==> src/rtl/acumulador_paridad_serie.sv <==
// Serial parity accumulator.
// Folds each accepted bit into a running parity register by XOR-ing the pair
// {parity, incoming bit}. After ANCHO_TRAMA accepted bits it holds the frame
// parity on a valid/ready output until the consumer takes it.
module acumulador_paridad_serie #(
  parameter int unsigned ANCHO_TRAMA   = 8,
  parameter int unsigned PARIDAD_IMPAR = 0
) (
  input  logic                               Reloj,
  input  logic                               Reset,
  input  logic                               Entrada,
  input  logic                               EntradaValida,
  output logic                               EntradaLista,
  input  logic                               Abortar,
  output logic                               Salida,
  output logic                               SalidaValida,
  input  logic                               SalidaLista,
  output logic [$clog2(ANCHO_TRAMA+1)-1:0]   Contador,
  output logic                               Ocupado
);

  localparam int unsigned CW = $clog2(ANCHO_TRAMA + 1);

  // The bit count that closes a frame, sized to the counter.
  localparam logic [CW-1:0] ULTIMO = CW'(ANCHO_TRAMA);

  // Odd parity is the even parity inverted once at the output.
  localparam logic IMPAR = (PARIDAD_IMPAR != 0);

  localparam logic [1:0] REPOSO  = 2'd0;
  localparam logic [1:0] ACUMULA = 2'd1;
  localparam logic [1:0] ENTREGA = 2'd2;

  logic [1:0]    estado;
  logic          paridad;
  logic [CW-1:0] cuenta;
  logic          acepta;
  logic [CW-1:0] cuenta_sig;
  logic          paridad_sig;

  // Input handshake and the next count/parity for an accepted bit.
  always_comb begin
    acepta      = EntradaValida && EntradaLista;
    cuenta_sig  = cuenta + CW'(1);
    paridad_sig = ^{paridad, Entrada};
  end

  // State, parity and bit count; abort outranks both handshakes.
  always_ff @(posedge Reloj or posedge Reset) begin
    if (Reset) begin
      estado  <= REPOSO;
      paridad <= 1'b0;
      cuenta  <= '0;
    end else if (Abortar) begin
      estado  <= REPOSO;
      paridad <= 1'b0;
      cuenta  <= '0;
    end else begin
      case (estado)
        REPOSO: begin
          if (acepta) begin
            paridad <= Entrada;
            cuenta  <= CW'(1);
            estado  <= (ANCHO_TRAMA == 1) ? ENTREGA : ACUMULA;
          end
        end
        ACUMULA: begin
          if (acepta) begin
            paridad <= paridad_sig;
            cuenta  <= cuenta_sig;
            if (cuenta_sig == ULTIMO) begin
              estado <= ENTREGA;
            end
          end
        end
        ENTREGA: begin
          if (SalidaLista) begin
            estado  <= REPOSO;
            paridad <= 1'b0;
            cuenta  <= '0;
          end
        end
        default: begin
          estado  <= REPOSO;
          paridad <= 1'b0;
          cuenta  <= '0;
        end
      endcase
    end
  end

  // Outputs decoded from state; ready drops immediately while reset is held.
  always_comb begin
    EntradaLista = !Reset && (estado != ENTREGA);
    SalidaValida = (estado == ENTREGA);
    Salida       = SalidaValida && (paridad ^ IMPAR);
    Ocupado      = (estado != REPOSO);
    Contador     = cuenta;
  end

endmodule

==> config.mk <==
export PLATFORM = sky130hd
export DESIGN_NAME = acumulador_paridad_serie
export DESIGN_NICKNAME = d
export VERILOG_FILES = /design/src/rtl/acumulador_paridad_serie.sv
export SDC_FILE = /design/constraint.sdc
export NUM_CORES = 1
export LEC_CHECK = 0
export ABC_AREA = 1
export CORE_AREA = 2 2 39 41
export DETAILED_ROUTE_END_ITERATION = 6
export DIE_AREA = 0 0 41 43
export HOLD_SLACK_MARGIN = 0.06
export SLEW_MARGIN = 20
export SYNTH_ARGS = -nofsm -noshare
export SYNTH_HDL_FRONTEND = slang
export SYNTH_SLANG_ARGS = --single-unit
==> constraint.sdc <==
create_clock -name Reloj -period 1.6 [get_ports Reloj]
set_clock_uncertainty 0.2 [all_clocks]
set_input_delay 0.32 -clock Reloj [delete_from_list [all_inputs] [get_ports Reloj]]
set_output_delay 0.32 -clock Reloj [all_outputs]
set_load 0.03 [all_outputs]
# Yosys cells after proc, flatten, opt, wreduce, memory -nomap -nowiden

Cells that the tools add are included.
Widths: inputs -> output; s select.

Register bits: 7
Latch bits: 0
Bits in writable memories: 0
ROM bits: 0
Input port bits: 6
Output and inout port bits: 8
Word-level logic and storage cells: 37
Memories kept: 0

Add/sub/neg operators: 1
Multipliers: 0
Divide/modulo/power cells: 0
Magnitude comparators: 0
Eq/ne operators: 8
Shift-type cells: 0
Multiplexer cells: 16
Bitwise logic cells: 0
Reductions and logical operators: 9

Operators by type and width:

| kind                | count |
|---|---|
| $mux 4              | 4 |
| $pmux 4 s3          | 1 |
| $mux 2              | 5 |
| $ne 3x3->1 const B  | 3 |
| $pmux 2 s3          | 1 |
| $add 4x1->4 const B | 1 |
| $eq 4x4->1 const B  | 1 |
| $mux 1              | 4 |
| $reduce_and 4->1    | 1 |
| $logic_and 1x1->1   | 3 |
| $ne 3x2->1 const B  | 1 |
| $pmux 1 s3          | 1 |
| $reduce_and 3->1    | 1 |
| $eq 2x1->1 const B  | 1 |
| $eq 2x2->1 const B  | 1 |
| $logic_not 2->1     | 1 |
| $ne 2x2->1 const B  | 1 |
| $reduce_bool 2->1   | 1 |
| $reduce_xor 2->1    | 1 |
| $logic_not 1->1     | 1 |

# Logic depth before layout (Yosys ltp)

Word-level depth: 6
Depth in mapped cells: 8
Depth with buffers taken out: 8

# Worst setup path after synthesis

No wires, ideal clock.

Path kind: reg-to-output
Start: reg estado[1]
End: out EntradaLista
Arrival time: 1137 ps
Data required time: 1080 ps
Path slack: -57 ps
Cell stages (with the launch flop): 4
Buffers on the path: 0
Cells stage by stage: dfrtp_1 > nand2_4 > inv_1 > nor2_1

Word-level cells in the longest chain between the ends: 2

Ends and longest elaborated chain:

| element                | line | text |
|---|---|---|
| start, declared        | 34   | `logic [1:0] estado;` |
| start signal, assigned | 64   | `estado <= (ANCHO_TRAMA == 1) ? ENTREGA : ACUMULA;` |
| $ne 2x2->1             | 94   | `EntradaLista = !Reset && (estado != ENTREGA);` |
| $logic_and 1x1->1      | 94   |  |
| end, declared          | 13   | `output logic EntradaLista,` |

No other way between the ends.

# Worst setup path after layout

Start: reg estado[0]
End: out EntradaLista

The elaborated chain is that of the path after synthesis.

==> metrics.yaml <==
initial_core_util: 0.354
syn-num-nets: 67
worst_pin_slew_ps: 233
ys_warn_count: 0
cts_tree: "yes"
ys_ff_latch: 7
synthXorXnorAreaFrac: 0.0179
clk_latency_ps: 260
synth_top_family_by_area: "simple AND/OR/NAND/NOR gates"
synth.cell_area_um2: 489
cts.sinks: 7
synth_compound_area_frac: 0.107
leakagePower_uw: 0.000384
setup_viol: 3
place_congestion: 0.665
cp-start-kind: "flip-flop"
synthSimpleGateAreaFrac: 0.422
hold_buffers: 0
cts_buffers: 3
rows: 14
synth_fa_ha_area_frac: 0.0256
fin_crit_ps: 1620
slew_viol_final: 0
hold_violations: 0
postLayoutCellArea_um2: 785
grt_pass1_vias: 451
track_usage: 0.165
critPathRequiredTime_ps: 1080
drv_cap: 0
ir_worst_vdd_mv: 0.549
crit_chain: "buf_6 > inv_8 > nand2_8 > inv_4 > nor2_4 > buf_6"
max_slew_margin: 0.844
fillers: 134
drc: 0
finalCritPeriodShare: 1.01
via_per_inst: 4.76
cts_max_level: 1
finalPower_uw: 1060
crit_top_cell: "buf_6"
worstPathArrival_ps: 1100
setup_ws_ps: -19.6
die-area_um2: 1760
synth_area_per_cell_um2: 8.15
cts.clk_slew.worst_paths_ps: 50
crit_buf_inv: 4
fin_nets: 95
final_layout_size_suffix_gt1_frac: 0.483
grt_pass1_wl_um: 1900
die_w_um: 41
num_antenna_cells: 0
syn_inst: 60
vias: 490
core_area_um2: 1380
yosys-mux-area-fraction: 0
crit_slowest_cell: "dfrtp_1"
fin_util: 0.567
place_area_um2: 669
power_density_nw_per_um2: 1350
die-height_um: 43
hpwl_um: 823
violations: "negative setup slack"
place_ws_ps: -144
rsz0062_at_grt: "yes"
drt_wl_total_um: 1180
antenna_found_initial: 0
yosysUniqueCellTypes: 19
fmax_ghz: 0.617
final_common_cell: "nand2_1"
status: "finished with violations"
synth_seq_area_share: 0.358
critPathMaxFanout: 3
cpPeakStageDelay_ps: 380
root_buffer: "clkbuf_4"
crit_type: "flip-flop to output port"
drt-initial-drc-count: 4
wl_per_cell_um: 11.4
postRouteAntennaNets: 0
first_pass_iters: 4
place_inst: 95
portBuffers: 13
io_pins: 14
final_cell_mix: "nand2_1, buf_4, dfrtp_1"
cp-end-kind: "output port"
clockBufferDepth: 2
area_delta_synth_final_pct: 60.4
cp_top_family: "flip-flops"
hold_class: "input pin to async pin"
overflow: 0
final_cells: 103
grt_max_degree: 8
## cell type report
type	instances	area, um^2	share of cell area
timing repair buffer	23	204	0.260
sequential	7	175	0.223
tap	16	20.0	0.0255
inverter	9	43.8	0.0558
clock buffer	4	26.3	0.0335
multi-input combinational	44	315	0.402
## cells in the mapped netlist
cell type | instances | area (um^2)
nand3_1 | 5 | 25.0
nand2_1 | 14 | 52.6
nor3_2 | 1 | 10.0
nand2_2 | 5 | 31.3
o21ai_1 | 2 | 10.0
nand3_4 | 1 | 17.5
ha_1 | 1 | 12.5
xnor2_1 | 1 | 8.76
dfrtp_1 | 7 | 175
or2_2 | 1 | 6.26
nand4_1 | 2 | 12.5
nand2_4 | 2 | 22.5
nor2_1 | 3 | 11.3
nor2_2 | 1 | 6.26
inv_1 | 7 | 26.3
inv_2 | 2 | 7.51
o21ai_2 | 3 | 26.3
nor2_4 | 1 | 11.3
a21oi_4 | 1 | 16.3
## sequential cells by signal (all words and copies together) (netlist names)
signal	count
estado	2
paridad	1
Contador	4
## worst reg2reg max path, stage by stage (launching register included)
cell and delay [ps]:
dfrtp_1 380, buf_6 140, buf_4 150, nor3_4 170, buf_4 160, o21ai_1 60, nor2_1 90, nand2_1 60
nand2_1 50
## per-layer routing
metal / vias up / part of all wire / global-route usage
li1: 247 / - / -
met1: 221 / 0.42 / 0.197
met2: 17 / 0.48 / 0.247
met3: 5 / 0.062 / 0.0471
met4: 0 / 0.029 / 0.100
met5: - / 0 / 0
## path summary, 6_finish.rpt
check / startpoint / to / slack, ps / cells after the start
max: estado[0] / EntradaLista / -20 / 6
min: Reset / Contador[3] / 320 / 3
max reg2reg: estado[1] / Contador[2] / 80 / 8
min reg2reg: Contador[3] / Contador[3] / 340 / 2
max in group asynchronous: Reset / Contador[1] / 760 / 3
min in group Reloj: Contador[3] / Contador[3] / 340 / 2
## power by group
group / switching, uW / internal, uW / total, uW
Clock: 71.1 / 95.5 / 167
Combinational: 352 / 284 / 636
Sequential: 35.5 / 219 / 254
## metrics by stage
step                hold WS (ps)  TNS [ps]
floorplan                  -46.6         0
global placement             326      -771
detailed placement           335      -755
CTS                          282     -14.0
global route                 372      -141
finish                       325     -35.1
## repair_timing
| action | 4_1_cts | 5_1_grt |
|---|---|---|
| setup endpoints to repair | 4 | 8 |
| buffers inserted | 4 | 0 |
| pin swaps | 1 | 0 |
| resized for setup | 19 | 3 |
## cell families after synthesis
group,after synthesis
simple gates,36
buf+inv,9
flops,7
xor+xnor,1
fa+ha+maj,1
compound gates,6
Power figures use the tool's default switching activity.
